### config.mk
export PLATFORM = sky130hd
export DESIGN_NAME = multicycle_control_unit
export DESIGN_NICKNAME = d
export VERILOG_FILES = /design/src/rtl/control_pkg.sv /design/src/rtl/exec_stall_counter.sv /design/src/rtl/multicycle_control_unit.sv
export SDC_FILE = /design/constraint.sdc
export NUM_CORES = 1
export LEC_CHECK = 0
export ABC_AREA = 1
export ABC_CLOCK_PERIOD_IN_PS = 1050
export CAP_MARGIN = 40
export CORE_ASPECT_RATIO = 1.2
export CORE_UTILIZATION = 39
export DETAILED_ROUTE_END_ITERATION = 12
export GPL_ROUTABILITY_DRIVEN = 1
export PLACE_DENSITY_LB_ADDON = 0.25
export RECOVER_POWER = 50
export REMOVE_ABC_BUFFERS = 1
export SYNTH_ARGS = -nofsm -noshare
export SYNTH_HDL_FRONTEND = slang
export SYNTH_HIERARCHICAL = 1
export SYNTH_SLANG_ARGS = --single-unit
### constraint.sdc
create_clock -name clock -period 1.05 [get_ports clock]
set_input_delay 0.105 -clock clock [delete_from_list [all_inputs] [get_ports clock]]
set_output_delay 0.105 -clock clock [all_outputs]
set_load 0.005 [all_outputs]
### src/rtl/control_pkg.sv
// Shared encodings for the multi-cycle control unit, ALU and datapath.
package control_pkg;

  // Sequencer states; the ALU relies on DECODE being 1 to clear flagBRANCH.
  typedef enum logic [2:0] {
    ST_FETCH     = 3'd0,
    ST_DECODE    = 3'd1,
    ST_EXECUTE   = 3'd2,
    ST_MEMORY    = 3'd3,
    ST_WRITEBACK = 3'd4,
    ST_IDLE      = 3'd5,
    ST_HALT      = 3'd6
  } state_t;

  // Opcode map; anything above OP_HALT is undefined.
  localparam logic [5:0] OP_ALU   = 6'd0;
  localparam logic [5:0] OP_LOAD  = 6'd1;
  localparam logic [5:0] OP_STORE = 6'd2;
  localparam logic [5:0] OP_JUMP  = 6'd3;
  localparam logic [5:0] OP_SRL   = 6'd4;
  localparam logic [5:0] OP_SLL   = 6'd5;
  localparam logic [5:0] OP_BEQ   = 6'd6;
  localparam logic [5:0] OP_BNQ   = 6'd7;
  localparam logic [5:0] OP_HALT  = 6'd8;

  // FUNCT codes that need a stretched EXECUTE.
  localparam logic [5:0] FUNCT_MUL = 6'd17;
  localparam logic [5:0] FUNCT_DIV = 6'd18;

  // flagALU operation classes.
  localparam logic [1:0] FLAG_IDLE   = 2'd0;
  localparam logic [1:0] FLAG_FUNCT  = 2'd1;
  localparam logic [1:0] FLAG_OPCODE = 2'd2;

  // PC source select.
  localparam logic [1:0] PC_PLUS1  = 2'd0;
  localparam logic [1:0] PC_BRANCH = 2'd1;
  localparam logic [1:0] PC_JUMP   = 2'd2;

  function automatic logic is_muldiv(input logic [5:0] op, input logic [5:0] funct);
    return (op == OP_ALU) && ((funct == FUNCT_MUL) || (funct == FUNCT_DIV));
  endfunction

  function automatic logic is_illegal(input logic [5:0] op);
    return op > OP_HALT;
  endfunction

endpackage

### src/rtl/exec_stall_counter.sv
// Down-counter that holds the sequencer in EXECUTE for multi-cycle operations.
module exec_stall_counter #(
  parameter int WIDTH = 2
) (
  input  logic             clock,
  input  logic             reset,
  input  logic             load,
  input  logic [WIDTH-1:0] load_value,
  input  logic             dec,
  output logic             zero
);

  logic [WIDTH-1:0] count_reg;

  // Reset clears, load has priority over decrement, decrement saturates at zero.
  always_ff @(posedge clock) begin
    if (reset) begin
      count_reg <= '0;
    end else if (load) begin
      count_reg <= load_value;
    end else if (dec && (count_reg != '0)) begin
      count_reg <= count_reg - 1'b1;
    end
  end

  assign zero = (count_reg == '0);

endmodule

### src/rtl/multicycle_control_unit.sv
// Multi-cycle sequencer: FETCH/DECODE/EXECUTE/MEMORY/WRITEBACK with strobes
// decoded combinationally from the current state and latched instruction.
module multicycle_control_unit
  import control_pkg::*;
#(
  parameter int bitsOP        = 6,
  parameter int st            = 3,
  parameter int flag          = 2,
  parameter int MULDIV_CYCLES = 4
) (
  input  logic              clock,
  input  logic              reset,
  input  logic              run,
  input  logic              mem_ready,
  input  logic [bitsOP-1:0] OPCODE,
  input  logic [bitsOP-1:0] FUNCT,
  input  logic              flagBRANCH,
  output logic [st-1:0]     State,
  output logic [flag-1:0]   flagALU,
  output logic              ir_write,
  output logic              pc_write,
  output logic [1:0]        pc_src,
  output logic              mem_read,
  output logic              mem_write,
  output logic              reg_write,
  output logic              wb_sel_mem,
  output logic              halted,
  output logic              illegal
);

  // Counter width; a single-cycle configuration still needs one bit.
  localparam int CW = (MULDIV_CYCLES > 1) ? $clog2(MULDIV_CYCLES) : 1;
  localparam logic [CW-1:0] MULDIV_LOAD = CW'(MULDIV_CYCLES - 1);

  state_t            state_reg;
  logic [bitsOP-1:0] op_reg;
  logic [bitsOP-1:0] funct_reg;
  logic              illegal_reg;
  logic              cnt_zero;
  logic              cnt_load;
  logic              cnt_dec;
  logic [CW-1:0]     cnt_value;

  // The counter is loaded once per instruction in DECODE and counts down in EXECUTE.
  assign cnt_load  = (state_reg == ST_DECODE);
  assign cnt_dec   = (state_reg == ST_EXECUTE);
  assign cnt_value = is_muldiv(OPCODE, FUNCT) ? MULDIV_LOAD : '0;

  exec_stall_counter #(
    .WIDTH(CW)
  ) u_stall (
    .clock     (clock),
    .reset     (reset),
    .load      (cnt_load),
    .load_value(cnt_value),
    .dec       (cnt_dec),
    .zero      (cnt_zero)
  );

  // State sequencing, instruction latch and sticky illegal flag.
  always_ff @(posedge clock) begin
    if (reset) begin
      state_reg   <= ST_IDLE;
      op_reg      <= '0;
      funct_reg   <= '0;
      illegal_reg <= 1'b0;
    end else begin
      case (state_reg)
        ST_IDLE: begin
          if (run) state_reg <= ST_FETCH;
        end
        ST_FETCH: begin
          if (mem_ready) state_reg <= ST_DECODE;
        end
        ST_DECODE: begin
          op_reg    <= OPCODE;
          funct_reg <= FUNCT;
          if (OPCODE == OP_JUMP) begin
            state_reg <= ST_FETCH;
          end else if (OPCODE == OP_HALT) begin
            state_reg <= ST_HALT;
          end else if (is_illegal(OPCODE)) begin
            illegal_reg <= 1'b1;
            state_reg   <= ST_HALT;
          end else begin
            state_reg <= ST_EXECUTE;
          end
        end
        ST_EXECUTE: begin
          if (cnt_zero) begin
            state_reg <= ((op_reg == OP_LOAD) || (op_reg == OP_STORE)) ? ST_MEMORY : ST_WRITEBACK;
          end
        end
        ST_MEMORY: begin
          if (mem_ready) state_reg <= (op_reg == OP_STORE) ? ST_FETCH : ST_WRITEBACK;
        end
        ST_WRITEBACK: begin
          state_reg <= ST_FETCH;
        end
        ST_HALT: begin
          state_reg <= ST_HALT;
        end
        default: begin
          state_reg <= ST_IDLE;
        end
      endcase
    end
  end

  // Strobe decode; everything is forced low while reset is asserted.
  always_comb begin
    flagALU    = FLAG_IDLE;
    ir_write   = 1'b0;
    pc_write   = 1'b0;
    pc_src     = PC_PLUS1;
    mem_read   = 1'b0;
    mem_write  = 1'b0;
    reg_write  = 1'b0;
    wb_sel_mem = 1'b0;
    halted     = 1'b0;
    if (!reset) begin
      case (state_reg)
        ST_FETCH: begin
          mem_read = 1'b1;
          if (mem_ready) begin
            ir_write = 1'b1;
            pc_write = 1'b1;
            pc_src   = PC_PLUS1;
          end
        end
        ST_DECODE: begin
          if (OPCODE == OP_JUMP) begin
            pc_write = 1'b1;
            pc_src   = PC_JUMP;
          end
        end
        ST_EXECUTE: begin
          if ((op_reg == OP_ALU) || (op_reg == OP_LOAD) || (op_reg == OP_STORE)) begin
            flagALU = FLAG_FUNCT;
          end else if ((op_reg >= OP_SRL) && (op_reg <= OP_BNQ)) begin
            flagALU = FLAG_OPCODE;
          end
        end
        ST_MEMORY: begin
          mem_read  = (op_reg == OP_LOAD);
          mem_write = (op_reg == OP_STORE);
        end
        ST_WRITEBACK: begin
          if ((op_reg == OP_ALU) || (op_reg == OP_SRL) || (op_reg == OP_SLL)) begin
            reg_write = 1'b1;
          end else if (op_reg == OP_LOAD) begin
            reg_write  = 1'b1;
            wb_sel_mem = 1'b1;
          end else if ((op_reg == OP_BEQ) || (op_reg == OP_BNQ)) begin
            pc_write = flagBRANCH;
            pc_src   = PC_BRANCH;
          end
        end
        ST_HALT: begin
          halted = 1'b1;
        end
        default: begin
        end
      endcase
    end
  end

  assign State   = st'(state_reg);
  assign illegal = illegal_reg;

endmodule

# After elaboration in Yosys (flattened, before gate mapping)

Index checks and enable logic that the tools add are counted.

Memory bits (read-only): 0
Memory bits (writable): 0
Register bits: 12
Latch bits: 0
Output and inout bits: 15
Input bits: 17
Memories kept: 0
Logic and storage cells: 93

Div/mod/pow operators: 0
Reduce and logical (&&, ||, !) cells: 18
Equal/unequal tests: 20
Multiplexer cells: 45
Magnitude comparators: 3
Multiply operators: 0
Add/subtract/negate cells: 1
Bitwise logic cells: 2
Shifts and indexed selects: 0

Operators with widths:

| kind                 | count |
|---|---|
| $mux W3              | 9 |
| $eq A6 B3 Y1 const B | 4 |
| $mux W1              | 23 |
| $pmux W3 S7          | 1 |
| $mux W2              | 9 |
| $eq A6 B2 Y1 const B | 2 |
| $eq A6 B5 Y1 const B | 2 |
| $logic_not A6 Y1     | 2 |
| $eq A3 B3 Y1 const B | 3 |
| $ne A2 B2 Y1 const B | 4 |
| $reduce_and A4 Y1    | 2 |
| $logic_or A1 B1 Y1   | 7 |
| $eq A3 B2 Y1 const B | 2 |
| $eq A6 B1 Y1 const B | 1 |
| $eq A6 B4 Y1 const B | 1 |
| $ge A6 B3 Y1 const B | 1 |
| $gt A6 B4 Y1 const B | 1 |
| $le A6 B3 Y1 const B | 1 |
| $pmux W2 S2          | 1 |
| $reduce_bool A2 Y1   | 2 |
| $eq A3 B1 Y1 const B | 1 |
| $logic_and A1 B1 Y1  | 3 |
| $logic_not A3 Y1     | 1 |
| $pmux W1 S3          | 1 |
| other kinds (4)      | 5 |

# Longest topological paths before layout

Word-level depth: 7
Mapped depth: 9
Gate-level depth less buffers: 9

# Hierarchy

Netlist, hierarchy kept.

Modules (own cells, without submodules):

| module                  | cells each | times used | area an instance (µm²) | sequential area each (µm²) |
|---|---|---|---|---|
| multicycle_control_unit | 125        | 1          | 733.2                  | 200.2 |
| exec_stall_counter      | 25         | 1          | 140.1                  | 40.0 |

# Least setup slack after synthesis

Ideal clock, no wire load.

Path kind: flip-flop to flip-flop
Start point: register state_reg[1] (netlist: State[1])
End point: register u_stall.count_reg[1]
Data required time: 0.939 ns
Path slack: -0.056 ns
Data arrival time: 0.995 ns
Setup time: 0.111 ns
Buffers on the path: 0
Cell stages (with the launch flop): 9
Period minus slack after synthesis: 1.106 ns
Path through: dfxtp_1 -> nor2_2 -> nand2_2 -> inv_2 -> inv_2 -> nand2_1 -> inv_1 -> nor2_1 -> nor2_1

Elaborated cells between the ends (all ways): 5
Classes of those cells: 2 x eq/ne; 1 x mux; 2 x reduce/logical

RTL lines:

| what                                                 | line                          | text |
|---|---|---|
| start: declaration                                   | multicycle_control_unit.sv:35 | `state_t state_reg;` |
| start signal: assignment                             | multicycle_control_unit.sv:91 | `state_reg <= ((op_reg == OP_LOAD) \|\| (op_reg == OP_STORE)) ? ST_MEMORY : ST_WRITEBACK;` |
| start signal: assignment                             | multicycle_control_unit.sv:95 | `if (mem_ready) state_reg <= (op_reg == OP_STORE) ? ST_FETCH : ST_WRITEBACK;` |
| $eq A3 B1 Y1 *                                       | multicycle_control_unit.sv:45 | `assign cnt_load = (state_reg == ST_DECODE);` |
| net cnt_load                                         | multicycle_control_unit.sv:40 | `logic cnt_load;` |
| $mux W2 / $reduce_bool A2 Y1 (equally long branches) | --                            |  |
| end signal: assignment                               | exec_stall_counter.sv:20      | `count_reg <= load_value;` |
| end signal: assignment                               | exec_stall_counter.sv:22      | `count_reg <= count_reg - 1'b1;` |
| end: declaration                                     | exec_stall_counter.sv:13      | `logic [WIDTH-1:0] count_reg;` |

Mark *: on every way through the listed nets, which the timed path passes. The rest lies on a longest branch.
A chain may end at the register's enable or synchronous reset.

# Worst setup path in the final report

Start point: register op_reg[3]
End point: output port pc_write

Longest elaborated chain between the ends: 7
Elaborated cells between the ends (all ways): 14
Classes of those cells: 5 x eq/ne; 5 x mux; 4 x reduce/logical

RTL lines:

| what                     | line                           | text |
|---|---|---|
| start: declaration       | multicycle_control_unit.sv:36  | `logic [bitsOP-1:0] op_reg;` |
| start signal: assignment | multicycle_control_unit.sv:64  | `op_reg <= '0;` |
| start signal: assignment | multicycle_control_unit.sv:76  | `op_reg <= OPCODE;` |
| $eq A6 B3 Y1             | multicycle_control_unit.sv:154 | `end else if ((op_reg == OP_BEQ) \|\| (op_reg == OP_BNQ)) begin` |
| $logic_or A1 B1 Y1       | multicycle_control_unit.sv:154 |  |
| $mux W1                  | multicycle_control_unit.sv:154 |  |
| $mux W1                  | multicycle_control_unit.sv:151 | `end else if (op_reg == OP_LOAD) begin` |
| $mux W1 *                | multicycle_control_unit.sv:149 | `if ((op_reg == OP_ALU) \|\| (op_reg == OP_SRL) \|\| (op_reg == OP_SLL)) begin` |
| $pmux W1 S3 *            | multicycle_control_unit.sv:122 | `case (state_reg)` |
| $mux W1 *                | multicycle_control_unit.sv:121 | `if (!reset) begin` |
| end: declaration         | multicycle_control_unit.sv:21  | `output logic pc_write,` |

Mark *: on every way between the ends. The rest lies on a longest branch, timed or not.

==> metrics.cfg <==
[cts]
clk_pin_slew_ns=0.07
clkLatencyLatePin_ns=0.27
hold_buffers=0
cts_sinks=12
ctsHtreeMaxLevel=1
cts_tree=built
cts_buffer_depth=2
cts-root-buf=clkbuf_4
cts_buffers=3

[worst_setup_path]
r2r_slack_ns=-0.31
critPathMaxStageDelay_ns=0.34
timing.rr.start=op_reg[4]
required_ns=0.94
r2r_cells=11
slowest_stage=dfxtp_2
worstPathMaxFanout=2
crit_arrival_ns=1.46
worstSetupPathType=flip-flop to primary output
timing.rr.end=State[2]
path_delay_family=simple AND/OR/NAND/NOR gates
start_kind=flip-flop
path_buf_inv=3
crit_chain=inv_1, nand2_1, nor2_4, nand2_2, buf_6, nor2_4, nor2_1, nor2_1, buf_2
crit_path_end_kind=primary output

[sta]
fmax_mhz=640
worst_slack_ns=-0.514
finalCriticalPeriod_ns=1.56
timing.setup.tns_ns=-5.86
tightest_slew_ns=0.237
rsz0062_at_grt=true
clock_skew_ns=0.00139
period_share=1.49
final-setup-viol-count=24
finalHoldViolations=0
maxSlewHeadroom=0.842
drv_slew=0
whs_ns=0.166

[synthesis]
async_reset_ff_frac=0
synth_seq_area_share=0.275
yosysWarnings=6
synth_edf_count=0
synth_seq_cells=12
ys_types=25
synth_top_area_frac=0.275
synth.avg_cell_area_um2=5.82
synthesis.area_um2=873
synth_flop_cell=dfxtp_1
synthTopCellsByArea=dfxtp_1 28%, nand2_1 13%, nor2_1 13%
syn_inst=150
synth_top_area_cell=dfxtp_1

[floorplanning]
core_area_um2=2090
boundaryPins=32
die_area_um2=2430
std_cell_rows=18
die_w_um=45.2
fp.dieH_um=53.8
start_util=0.417

[cells_and_area]
fin_cells=244
final_core_util=0.794
antennaDiodeCount=0
final_cell_mix=22 x nand2_1, 21 x buf_4, 20 x inv_1, 20 x nor2_1
largest_register_ffs=6
finalInstanceArea_um2=1660
final_net_count=234
drive_above_1_share=0.528
mostFrequentLayoutCell=nand2_1
area_growth_pct=90.4

[global_route]
grt_pass1_vias=1237
grt.total_usage=0.282
grt_max_degree=11
grt_pass1_wl_um=4930
grt_antenna_before_repair=0
grt_overflow=0

[power_and_ir_drop]
peakVddDrop_mv=1.22
leakage_nw=0.791
powerDensity_nw_per_um2=1640
finalPower_mw=2.73

[route]
viasPerCell=5.23
dr.pass1.iters=4
totalWireLength_um=3340
drt_iter0_markers=43
drc=0
ant_nets=0
wire_per_inst_um=13.7
via_count=1276

[hold_path]
min_to=op_reg[4]
hp-class=input pin to flip-flop
worstHoldStart=OPCODE[4]
hold_path_depth=3

[placed_design]
dp.cells=233
globalplace.congestion=0.859
post-place-ws_ns=-0.678
portBuffers=31
hpwl_um=2020
dpl-instance-area_um2=1390

[outcome]
outcome=complete, but fails checks
violations=negative setup slack

[run]
cap_violations=0

[Yosys cell counts (2+ instances only)]
library cell  instances
nand2_1              31
nor2_1               30
inv_1                25
dfxtp_1              12
o21ai_0               9
a21oi_1               7
nand3_1               6
inv_2                 4
nand2_2               3
nand4_1               3
nor3_1                3
a211oi_1              2
nor2_2                2
o22ai_1               2
[worst register-to-register path, stage by stage (launching register included)]
cell and delay, ns:
dfxtp_2 0.34, nor2_4 0.14, buf_6 0.12, nand2_4 0.05, buf_6 0.13, nor2_4 0.08, inv_2 0.06, buf_6 0.12
nand3_2 0.05, nand3_2 0.08, nand2_2 0.06, nand2_1 0.04
[per-layer routing]
layer  up-vias  track usage  share of wire
met1       595        0.284           0.38
met5         -            0              0
met4         0        0.177          0.042
met2        63        0.527           0.52
li1        600            -              -
met3        18       0.0470          0.054
[what timing repair did]
action	4_1_cts	5_1_grt
gates cloned	0	0
pin swaps	15	13
endpoints found under the setup margin	27	23
setup buffers	7	4
gates resized for setup	106	41
[how the worst max path moves through the flow]
stage | endpoint | startpoint | cells after the start
after floorplan | u_stall/count_reg[1] | State[0] | 7
after global placement | reg_write | reset | 5
after detailed placement | pc_write | OPCODE[4] | 7
after CTS | pc_write | op_reg[5] | 9
after global routing | pc_write | op_reg[4] | 9
final | pc_write | op_reg[3] | 9
[cell type report]
class | instances | area, µm²
flip-flops and latches | 12 | 258
inverters | 29 | 116
well taps | 30 | 37.5
multi-input cells | 106 | 693
repair buffers | 64 | 536
fillers | 133 | 432
clock buffers | 3 | 22.5
[power by group]
part	switching, mW	internal (mW)
combinational	0.913	0.795
clock	0.158	0.133
sequential	0.134	0.599
[cells by family after synthesis]
logic type               count (synthesis)  synth area share
adder cells (fa/ha/maj)                  1            0.0143
XOR/XNOR                                 1            0.0100
AND/OR/NAND/NOR                         81             0.403
flip-flops                              12             0.275
buffers and inverters                   32             0.152
AO/OA/AOI/OAI                           23             0.146
Note: power is estimated with default switching activity, not from simulation.
